File: config.mk
export PLATFORM = sky130hd
export DESIGN_NAME = mem_arbiter
export DESIGN_NICKNAME = d
export VERILOG_FILES = /design/src/rtl/mem_arbiter.sv
export SDC_FILE = /design/constraint.sdc
export NUM_CORES = 1
export LEC_CHECK = 0
export CAP_MARGIN = 20
export CORE_AREA = 4 4 335 337
export DETAILED_ROUTE_END_ITERATION = 10
export DIE_AREA = 0 0 339 341
export PLACE_DENSITY = 0.33
export SLEW_MARGIN = 20
export SYNTH_ARGS = -nofsm -noshare
export SYNTH_HDL_FRONTEND = slang
export SYNTH_SLANG_ARGS = --single-unit
File: constraint.sdc
create_clock -name clk -period 2.75 [get_ports clk]
set_clock_uncertainty 0.05 [all_clocks]
set_input_delay 0.275 -clock clk [delete_from_list [all_inputs] [get_ports clk]]
set_output_delay 0.275 -clock clk [all_outputs]
set_load 0.01 [all_outputs]
File: src/rtl/mem_arbiter.sv
// rtl/mem_arbiter.sv - I/D cache to single memory port arbiter with atomic write-back/refill pairs
//
// Purpose:
//   Shares one block-wide memory port between the instruction cache (I side)
//   and the data cache (D side). One side owns the port per transaction.
//   A write-back followed immediately by a refill read from the same side is
//   kept atomic, so the other side cannot slip in between the two halves.
//
// Build option:
//   MEM_ARB_DPRIO_EN - when defined, simultaneous requests always go to D
//                      (fixed priority); otherwise round-robin on last_grant.
//
// Ports:
//   clk, proc_reset              clock (rising edge), synchronous active-high reset
//   i_read/i_write/i_addr/i_wdata  I-cache request
//   i_rdata/i_ready              I-cache response (ready gated by grant)
//   d_read/d_write/d_addr/d_wdata  D-cache request
//   d_rdata/d_ready              D-cache response (ready gated by grant)
//   mem_read/mem_write/mem_addr/mem_wdata  memory request (muxed from granted side)
//   mem_rdata/mem_ready          memory response; mem_ready is a one-cycle done pulse

module mem_arbiter #(
    parameter int ADDR_WIDTH = 28,
    parameter int DATA_WIDTH = 128
) (
    input  logic                  clk,
    input  logic                  proc_reset,
    input  logic                  i_read,
    input  logic                  i_write,
    input  logic [ADDR_WIDTH-1:0] i_addr,
    input  logic [DATA_WIDTH-1:0] i_wdata,
    output logic [DATA_WIDTH-1:0] i_rdata,
    output logic                  i_ready,
    input  logic                  d_read,
    input  logic                  d_write,
    input  logic [ADDR_WIDTH-1:0] d_addr,
    input  logic [DATA_WIDTH-1:0] d_wdata,
    output logic [DATA_WIDTH-1:0] d_rdata,
    output logic                  d_ready,
    output logic                  mem_read,
    output logic                  mem_write,
    output logic [ADDR_WIDTH-1:0] mem_addr,
    output logic [DATA_WIDTH-1:0] mem_wdata,
    input  logic [DATA_WIDTH-1:0] mem_rdata,
    input  logic                  mem_ready
);

    typedef enum logic [1:0] {
        S_IDLE    = 2'd0,
        S_GRANT_I = 2'd1,
        S_GRANT_D = 2'd2
    } state_t;

    state_t r_state;
    logic   r_last_grant;   // 0 = I served last, 1 = D served last
    logic   r_wb_hold;      // granted side just finished a write-back

    state_t w_next_state;
    logic   w_next_last_grant;
    logic   w_next_wb_hold;

    logic   w_req_i;
    logic   w_req_d;
    logic   w_sel_side;     // side owning the port while granted (0 = I, 1 = D)
    logic   w_sel_read;
    logic   w_sel_write;

    assign w_req_i     = i_read | i_write;
    assign w_req_d     = d_read | d_write;
    assign w_sel_side  = (r_state == S_GRANT_D);
    assign w_sel_read  = w_sel_side ? d_read  : i_read;
    assign w_sel_write = w_sel_side ? d_write : i_write;

    // Read data is a shared bus; only the ready strobe is steered.
    assign i_rdata = mem_rdata;
    assign d_rdata = mem_rdata;

    // State register
    always_ff @(posedge clk) begin
        if (proc_reset) begin
            r_state      <= S_IDLE;
            r_last_grant <= 1'b1;
            r_wb_hold    <= 1'b0;
        end else begin
            r_state      <= w_next_state;
            r_last_grant <= w_next_last_grant;
            r_wb_hold    <= w_next_wb_hold;
        end
    end

    // Next-state logic
    always_comb begin
        w_next_state      = r_state;
        w_next_last_grant = r_last_grant;
        w_next_wb_hold    = r_wb_hold;
        case (r_state)
            S_IDLE: begin
                w_next_wb_hold = 1'b0;
                if (w_req_i && w_req_d) begin
`ifdef MEM_ARB_DPRIO_EN
                    w_next_state = S_GRANT_D;
`else
                    w_next_state = r_last_grant ? S_GRANT_I : S_GRANT_D;
`endif
                end else if (w_req_i) begin
                    w_next_state = S_GRANT_I;
                end else if (w_req_d) begin
                    w_next_state = S_GRANT_D;
                end
            end
            S_GRANT_I, S_GRANT_D: begin
                if (mem_ready) begin
                    if (w_sel_write) begin
                        // Keep the port for one cycle so a refill can follow.
                        w_next_wb_hold = 1'b1;
                    end else begin
                        w_next_state      = S_IDLE;
                        w_next_last_grant = w_sel_side;
                        w_next_wb_hold    = 1'b0;
                    end
                end else if (r_wb_hold) begin
                    // No refill follows the write-back: the pair is over.
                    if (!w_sel_read) begin
                        w_next_state      = S_IDLE;
                        w_next_last_grant = w_sel_side;
                        w_next_wb_hold    = 1'b0;
                    end
                end else if (!w_sel_read && !w_sel_write) begin
                    // Request withdrawn before completion; fairness untouched.
                    w_next_state   = S_IDLE;
                    w_next_wb_hold = 1'b0;
                end
            end
            default: begin
                w_next_state   = S_IDLE;
                w_next_wb_hold = 1'b0;
            end
        endcase
    end

    // Output logic
    always_comb begin
        mem_read  = 1'b0;
        mem_write = 1'b0;
        mem_addr  = '0;
        mem_wdata = '0;
        i_ready   = 1'b0;
        d_ready   = 1'b0;
        case (r_state)
            S_GRANT_I: begin
                mem_addr  = i_addr;
                mem_wdata = i_wdata;
                mem_write = i_write;
                mem_read  = i_read & ~i_write;
                i_ready   = mem_ready;
            end
            S_GRANT_D: begin
                mem_addr  = d_addr;
                mem_wdata = d_wdata;
                mem_write = d_write;
                mem_read  = d_read & ~d_write;
                d_ready   = mem_ready;
            end
            default: begin
                mem_read  = 1'b0;
                mem_write = 1'b0;
            end
        endcase
    end

endmodule

==> reports/results.ini <==
[hold_path]
holdPathStages = 0
hp-class = in2out

[yosys]
ys_seq_area_share_pct = 1.733
syn_nets = 1112
synth-warning-count = 0
yosys.area.top_type_share_pct = 41.59
syn_area_um2 = 4621
synthTopCellsByCount = buf_4, nor2b_1, a22oi_1
ys_types = 27
yosysMostFrequentCell = buf_4
synth-edff-count = 0
synth_top_cell_by_area = buf_4
avgSynthCellArea_um2 = 6.990
synth_top_flop_cell = dfxtp_1
synthCells = 661
synth-async-reset-ratio_pct = 0
yosys-top-cells-area = buf_4, a22oi_1, nor2b_1
ys_seq_elements = 4

[critical_path]
r2r-end = r_state[1]
crit_start = r_state[1]
slowest_delay_ns = 0.61
cp_max_fo = 75
slowest_stage = clkdlybuf4s50_1
critPathCapture = mem_wdata[1]
reg2reg_from = r_state[0]
cp.depth = 6
crit_chain = inv_1 -> ha_4 -> buf_12 -> a22oi_1 -> nor2b_2 -> clkdlybuf4s50_1
reg2reg_depth = 7
cp_num_buf_inv = 3
endpoint_kind = primary output
crit_type = reg2out
r2r_setup_slack_ns = 0.42
worstPathRequired_ns = 2.42
arrival_ns = 2.33
cp-start-kind = flip-flop
crit_family = buffers and inverters

[cts]
cts.sinks = 4
cts_root_buffer = clkbuf_16
h-tree-depth = 1
cts_tree = yes
post_cts_buffers = 0
clk_latency_ns = 0.23
cts_hold_buf = 0
clockBufferDepth = 2
cts_inserted_buffers = 3
path_clk_slew_ns = 0.03

[power_and_ir_drop]
peakVddDrop_v = 0.0002436
total_power_mw = 4.680
p_leak_nw = 2.796
powerDensity_nw_per_um2 = 472.2

[floorplanning]
coreArea_um2 = 108900
start_util_pct = 4.245
io_pins = 863
fp.dieW_um = 339
dieArea_um2 = 115600
die_h_um = 341
placementRows = 121

[route]
detail_route.wl_per_cell_um = 26.03
drt-pass1-iter-count = 4
drc = 0
vias = 5664
drt-initial-drc-count = 212
routed_wl_um = 59240
ant_nets = 0
viasPerCell = 2.489

[timing]
fmax_ghz = 0.3767
slew_viol_final = 0
rsz0062_at_grt = no
finalHoldViolations = 0
finalCriticalPeriod_ns = 2.655
relSlewSlack_pct = 67.63
worstMarginPinSlew_ns = 0.4855
finalCritPeriodShare_pct = 96.53
setup_viol = 0
tns_ns = 0

[global_route]
grt_max_degree = 76
grtUsageTotal_pct = 9.535
grt.overflow.total = 0
grt_pass1_wl_um = 71930
grt_pass1_vias = 6048
antenna_found_initial = 26

[final_layout]
syn2layout_area_growth_pct = 114.5
multi_input_area_um2 = 2440
nets = 1308
drive_gt1_share_pct = 12.40
seqCellArea_um2 = 80.08
fillers = 12660

[place]
gp_congestion = 0.8868
dpl.hpwl_um = 54290
portBuffers = 478

[job]
cap_viol_max_count = 0

[run_status]
status = finished clean

[kinds of logic after synthesis]
group	after synthesis	share of synthesized area, %
flops	4	1.733
fa+ha+maj	4	1.083
simple gates	172	23.21
mux	2	0.8122
compound gates	166	26.78
buf+inv	313	46.38
[cells in the final DEF (no fill, tap or decap), types with 3 or more instances in the layout]
cell             count
and2_1               3
buf_4               36
diode_2              7
ha_4                 3
o21ai_1              3
a22oi_1            157
dfxtp_1              4
nor2_1               4
nor2b_1            156
clkbuf_16            4
buf_12              56
clkdlybuf4s50_1    407
[cell type report]
type / count / share of cell area, %
Inverter: 3 / 0.1136
Tap cell: 1414 / 17.85
Timing Repair Buffer: 501 / 55.67
Antenna cell: 7 / 0.1767
Clock buffer: 3 / 0.7575
Multi-Input combinational cell: 344 / 24.62
Sequential cell: 4 / 0.8080
[metal layers]
layer,track usage [%],share of wire [%],up-vias,routed length (µm)
met5,0.4167,0.39,-,229
met4,0.7677,0.96,24,567
met3,8.189,18,70,10900
met2,15.36,45,641,26490
met1,9.781,36,2511,21060
li1,-,-,2418,-
[through the flow]
step                      hold WS (ns)  setup WS [ns]  instance area, µm²  std cells  utilization, %
final                           0.5000        0.09540                9911       2276           9.105
after global placement          0.4849         0.1947                9781       2265           8.985
after global routing            0.5000       0.001577                9896       2270           9.091
after CTS                       0.5001        0.02955                9861       2268           9.059
after floorplan                 0.2941         0.7471                4621        661               -
after detailed placement        0.5001         0.1925                9781       2265           8.985
[worst min path at each step]
stage | start | to | slack, ns
final | mem_rdata[117] | i_rdata[117] | 0.50
after global routing | mem_rdata[102] | i_rdata[102] | 0.50
after CTS | mem_rdata[13] | d_rdata[13] | 0.50
after detailed placement | mem_rdata[13] | d_rdata[13] | 0.50
after global placement | r_state[1] | r_state[1] | 0.48
after floorplan | proc_reset | r_state[1] | 0.29
[report_power, final]
group          internal, mW  switching, mW
clock                 0.186         0.0425
sequential           0.0713         0.0126
combinational          2.16           2.20
[registers in the layout, summed over array words and instances (netlist names)]
| name | cells |
|---|---|
| r_wb_hold | 1 |
| r_state | 2 |
| r_last_grant | 1 |
[what timing repair did]
| item | in CTS | in global routing |
|---|---|---|
| cloned | 0 | 1 |
| endpoints found under the hold margin | 0 | 0 |
| gates resized for setup | 2 | 2 |
| setup endpoints to repair | 2 | 24 |
No activity file was read; power rests on OpenSTA's default activity.
